**config.mk**
```make
export PLATFORM = sky130hd
export DESIGN_NAME = inc16
export DESIGN_NICKNAME = d
export VERILOG_FILES = /design/src/rtl/inc16_pkg.sv /design/src/rtl/inc16_half_adder.sv /design/src/rtl/inc16.sv
export SDC_FILE = /design/constraint.sdc
export NUM_CORES = 1
export LEC_CHECK = 0
export CORE_MARGIN = 2
export CORE_UTILIZATION = 53
export CTS_CLUSTER_DIAMETER = 60
export DETAILED_ROUTE_END_ITERATION = 8
export DONT_BUFFER_PORTS = 1
export PLACE_DENSITY = 0.71
export SLEW_MARGIN = 20
export SYNTH_ARGS = -nofsm -noshare
export SYNTH_HDL_FRONTEND = slang
export SYNTH_SLANG_ARGS = --single-unit
```
**constraint.sdc**
```tcl
create_clock -name clk -period 0.8 [get_ports clk]
set_input_delay 0.12 -clock clk [delete_from_list [all_inputs] [get_ports clk]]
set_output_delay 0.12 -clock clk [all_outputs]
set_load 0.05 [all_outputs]
```
**src/rtl/inc16_pkg.sv**
```systemverilog
// inc16_pkg: shared constants for the registered incrementer
package inc16_pkg;
  localparam int INC_WIDTH = 16;
  localparam logic [INC_WIDTH-1:0] OUT_RST = '0;
endpackage

```
**src/rtl/inc16_half_adder.sv**
```systemverilog
// inc16_half_adder: one-bit half adder from xor/and primitives
module inc16_half_adder (
  input  logic a,
  input  logic b,
  output logic sum,
  output logic carry
);
  xor u_xor (sum, a, b);
  and u_and (carry, a, b);
endmodule

```
**src/rtl/inc16.sv**
```systemverilog
// inc16: registered incrementer, out = in + 1 one cycle after capture
module inc16
  import inc16_pkg::*;
#(
  parameter int WIDTH = INC_WIDTH
) (
  input  logic             clk,
  input  logic             rst,
  input  logic [WIDTH-1:0] in,
  input  logic             in_valid,
  output logic [WIDTH-1:0] out,
  output logic             out_valid,
  output logic             carry_out
);
  logic [WIDTH:0]   c;
  logic [WIDTH-1:0] sum;
  logic [WIDTH-1:0] out_d, out_q;
  logic             carry_d, carry_q, valid_d, valid_q;
  assign c[0] = 1'b1;
  for (genvar i = 0; i < WIDTH; i++) begin : g_chain
    inc16_half_adder u_ha (.a(in[i]), .b(c[i]), .sum(sum[i]), .carry(c[i+1]));
  end
  always_comb begin
    out_d   = in_valid ? sum : out_q;
    carry_d = in_valid ? c[WIDTH] : carry_q;
    valid_d = in_valid;
  end
  always_ff @(posedge clk or posedge rst) begin
    if (rst) begin
      out_q   <= OUT_RST[WIDTH-1:0];
      carry_q <= 1'b0;
      valid_q <= 1'b0;
    end else begin
      out_q   <= out_d;
      carry_q <= carry_d;
      valid_q <= valid_d;
    end
  end
  assign out       = out_q;
  assign carry_out = carry_q;
  assign out_valid = valid_q;
endmodule

```
==> results.yml, run 1 <==
placement:
  dp_hpwl_mm: 1.33
  io_buffers: 0
  gp_congestion: 0.687
die:
  start_util_pct: 57.9
  die_x_um: 45.0
  ioPinCount: 37
  die_y_um: 45.0
  rows: 14
outcome:
  status: "stopped before the end"
  stop_stage: "global routing"
  firstError: "[ERROR DPL-0033] detailed placement checks failed during check placement."
synthesis:
  yosysMostFrequentCell: "dfrtp_1"
  synth_cells: 54
  synth.area.top_cells: "dfrtp_1 50%, ha_1 21%, mux2_4 13%"
  ys.flop_type: "dfrtp_1"
  async_flop_share_pct: 100
  synth_cell_types: 9
  yosys-top-cells-count: "18 x dfrtp_1, 15 x ha_1, 8 x mux2_2, 8 x mux2_4"
  synth_area_per_cell_um2: 16.5
  synth_seq_cells: 18
  yosysTopAreaCellShare_pct: 50.5
  synth_area_um2: 892
  syn_nets: 88
  seq_area_frac_synth_pct: 50.5
  synth_top_area_cell: "dfrtp_1"
  synth_edf_count: 0
  ys_warn_count: 0
clocking:
  cts_sinks: 18
  cts_buffers: 3
  root_buffer: "clkbuf_4"
  htreeDepth: 1
  clockBufferDepth: 2
sta:
  crit_endpoint: "out[15]$_DFFE_PP0P_/D"
  endpoint_type: "sequential cell input"
global_routing:
  grt_max_degree: 20
  antenna_found_initial: 0
## repair_timing
| action | 4_1_cts |
|---|---|
| setup endpoints to repair | 31 |
| buffers inserted | 9 |
| hold endpoints to repair | 36 |
| hold buffers | 1 |
| resized for setup | 16 |
| pin swaps | 14 |
## metrics by stage
step | cell area, um2 | cells | setup WS [ps] | hold slack (ps) | util (%)
floorplan | 1110 | 54 | -2030 | 58.4 | -
global placement | 1270 | 87 | -2060 | 30.5 | 82.4
CTS | 1440 | 101 | -1730 | -155 | 93.7
detailed placement | 1270 | 87 | -2100 | 41.1 | 82.4
## logic make-up after synthesis
family	synth area share, %
multiplexers	23.6
AND/OR/NAND/NOR	0.420
adder cells (fa/ha/maj)	21.0
flip-flops	50.5
AO/OA/AOI/OAI	0.560
buffers and inverters	3.93
==> run 2, diff against run 1 <==
--- a/config.mk
+++ b/config.mk
@@ -5,12 +5,11 @@
 export SDC_FILE = /design/constraint.sdc
 export NUM_CORES = 1
 export LEC_CHECK = 0
-export CORE_MARGIN = 2
-export CORE_UTILIZATION = 53
-export CTS_CLUSTER_DIAMETER = 60
+export CORE_AREA = 2 2 63 65
 export DETAILED_ROUTE_END_ITERATION = 8
+export DIE_AREA = 0 0 65 67
 export DONT_BUFFER_PORTS = 1
-export PLACE_DENSITY = 0.71
+export PLACE_DENSITY_LB_ADDON = 0.15
 export SLEW_MARGIN = 20
 export SYNTH_ARGS = -nofsm -noshare
 export SYNTH_HDL_FRONTEND = slang
==> constraint.sdc (replaced) <==
create_clock -name clk -period 1 [get_ports clk]
set_input_delay 0.15 -clock clk [delete_from_list [all_inputs] [get_ports clk]]
set_output_delay 0.15 -clock clk [all_outputs]
set_load 0.05 [all_outputs]
==> results.yml, run 2 <==
outcome:
  status: "complete, but fails checks"
  violations: "setup timing"
worst_setup_path:
  critPathArrivalTime_ps: 2740
  required_ps: 1140
  path_delay_family: "adder cells"
  crit_chain: "ha_4 -> ha_4 -> ha_4 -> ha_4 -> ha_4 -> ha_4 -> ha_4 -> ha_4 -> ha_4 -> ha_4 -> ha_4 -> ha_4 -> ha_4 -> ha_4 -> ha_4 -> mux2_4"
  cp_num_buf_inv: 0
  max_stage_delay_ps: 250
  crit_type: "input pin to flop"
  cp-end-kind: "flop"
  critPathSlowestCell: "mux2_4"
  path_common_cell: "ha_4"
  startpoint_type: "input pin"
  cp_max_fo: 2
final_layout:
  utilization_pct: 39.3
  num-fill-cells: 343
  fin_nets: 113
  final_common_cell: "dfrtp_1"
  largest_register_ffs: 16
  drive_above_1_share_pct: 69.2
  fin_area_um2: 1420
  antenna_cells: 0
  layout_common_cells: "18 x dfrtp_1, 16 x mux2_4, 15 x ha_4"
  syn_to_final_growth_pct: 59.0
sta:
  slew_headroom_pct: 84.2
  fmax_mhz: 384
  worstMarginPinSlew_ps: 237
  post-route-min-period_ps: 2600
  setup_violations: 12
  maxSlewViolCount: 0
  finalSetupTns_ps: -10680
  final-hold-violation-count: 0
  finalWorstSetupSlack_ps: -1600
  rsz0062_at_grt: "true"
  whs_ps: 58.9
  fin_worst_skew_ps: 0
  period_share_pct: 260
global_routing:
  grt_max_degree: 19
  grt_pass1_vias: 567
  grt_pass1_wl_mm: 2.86
  grt_overflow: 0
  grt_use_total_pct: 9.06
  antenna_found_initial: 0
synthesis:
  synth_top_area_cell: "dfrtp_1"
  ys_warn_count: 0
  synth_cell_types: 9
  yosysMostFrequentCell: "dfrtp_1"
  synth.area.top_cells: "dfrtp_1 50%, ha_1 21%, mux2_4 13%"
  synth_area_um2: 892
  syn_nets: 88
  synth_seq_cells: 18
  ys.flop_type: "dfrtp_1"
  yosys-top-cells-count: "18 x dfrtp_1, 15 x ha_1, 8 x mux2_2, 8 x mux2_4"
  synth_area_per_cell_um2: 16.5
  seq_area_frac_synth_pct: 50.5
  yosysTopAreaCellShare_pct: 50.5
  async_flop_share_pct: 100
  synth_edf_count: 0
  synth_cells: 54
clocking:
  clockBufferDepth: 2
  cts_tree: "built"
  htreeDepth: 1
  root_buffer: "clkbuf_8"
  cts_sinks: 18
  clock_latency_ps: 250
  clkSlewWorstSetupHoldPaths_ps: 70
  cts_buffers: 3
  post-cts-setup-buffers: 0
route:
  first_pass_iters: 4
  detail_route.wl_per_cell_um: 13.8
  drt_wl_total_mm: 1.74
  vias_per_cell: 4.10
  first_iter_violations: 8
  drc_errors: 0
  vias: 516
  ant_nets: 0
die:
  rows: 22
  dieArea_um2: 4360
  coreArea_um2: 3610
  ioPinCount: 37
  die_x_um: 65
  start_util_pct: 24.7
  die_y_um: 67
placement:
  dpl_worst_slack_ps: -1930
  place_area_um2: 1280
  dp_hpwl_mm: 1.26
  io_buffers: 0
  gp_congestion: 0.620
flow_run:
  drv_cap: 0
power_and_ir_drop:
  power_leakage_nw: 0.621
  power.density_nw_per_um2: 1460
  peakVddDrop_uv: 571
min_path:
  min_path_type: "input pin to flop"
==> run 2: worst paths after layout <==
check,start,endpoint,slack (ps),cells past startpoint
setup / recovery,in[0],out[15],-1600,16
max in group asynchronous,rst,out[12],450,3
min in group asynchronous,rst,out[0],350,3
hold reg to reg,out[10],out[10],510,1
hold / removal,in_valid,out[7],60,1
setup reg to reg,carry_out,carry_out,220,1
==> run 2: metrics by stage <==
stage | power (mW) | std cells
global route | 2.18 | 126
detailed placement | 1.44 | 119
global placement | 1.44 | 119
finish | 2.07 | 126
CTS | 2.06 | 126
floorplan | 1.31 | 54
==> run 2: routing by layer <==
layer	global-route usage, %	part of all wire, %	vias up
met1	10.9	43	253
met4	3.99	0.46	0
li1	-	-	239
met2	14.7	48	22
met5	0	0	-
met3	3.04	8.3	2
==> run 2: cells by family after synthesis <==
family / count (synthesis) / share of synthesized area [%]
AO/OA/AOI/OAI: 1 / 0.560
adder cells (fa/ha/maj): 15 / 21.0
buffers and inverters: 3 / 3.93
flip-flops: 18 / 50.5
multiplexers: 16 / 23.6
AND/OR/NAND/NOR: 1 / 0.420
==> run 2: area by class of cell <==
type                       count  area (um2)  share of cell area [%]
multi-input combinational     33         624                    44.0
sequential                    18         450                    31.7
timing repair buffer          22         225                    15.9
tap                           48        60.1                    4.23
clock buffer                   4        55.1                    3.88
inverter                       1        3.75                   0.265
==> run 2: timing repair <==
item / CTS / global route
pin swaps: 13 / 0
hold buffers: 3 / 0
endpoints found under the setup margin: 12 / 26
hold endpoints to repair: 20 / 0
cloned: 0 / 0
gates resized for setup: 0 / 14
==> run 2: power by group <==
group | total (mW) | leakage (nW) | switching, mW | internal (mW)
Clock | 0.595 | 0.0288 | 0.246 | 0.349
Sequential | 0.855 | 0.212 | 0.0516 | 0.803
Combinational | 0.624 | 0.381 | 0.349 | 0.274
Total | 2.07 | 0.621 | 0.647 | 1.43
(Power assumes the default switching activity.)
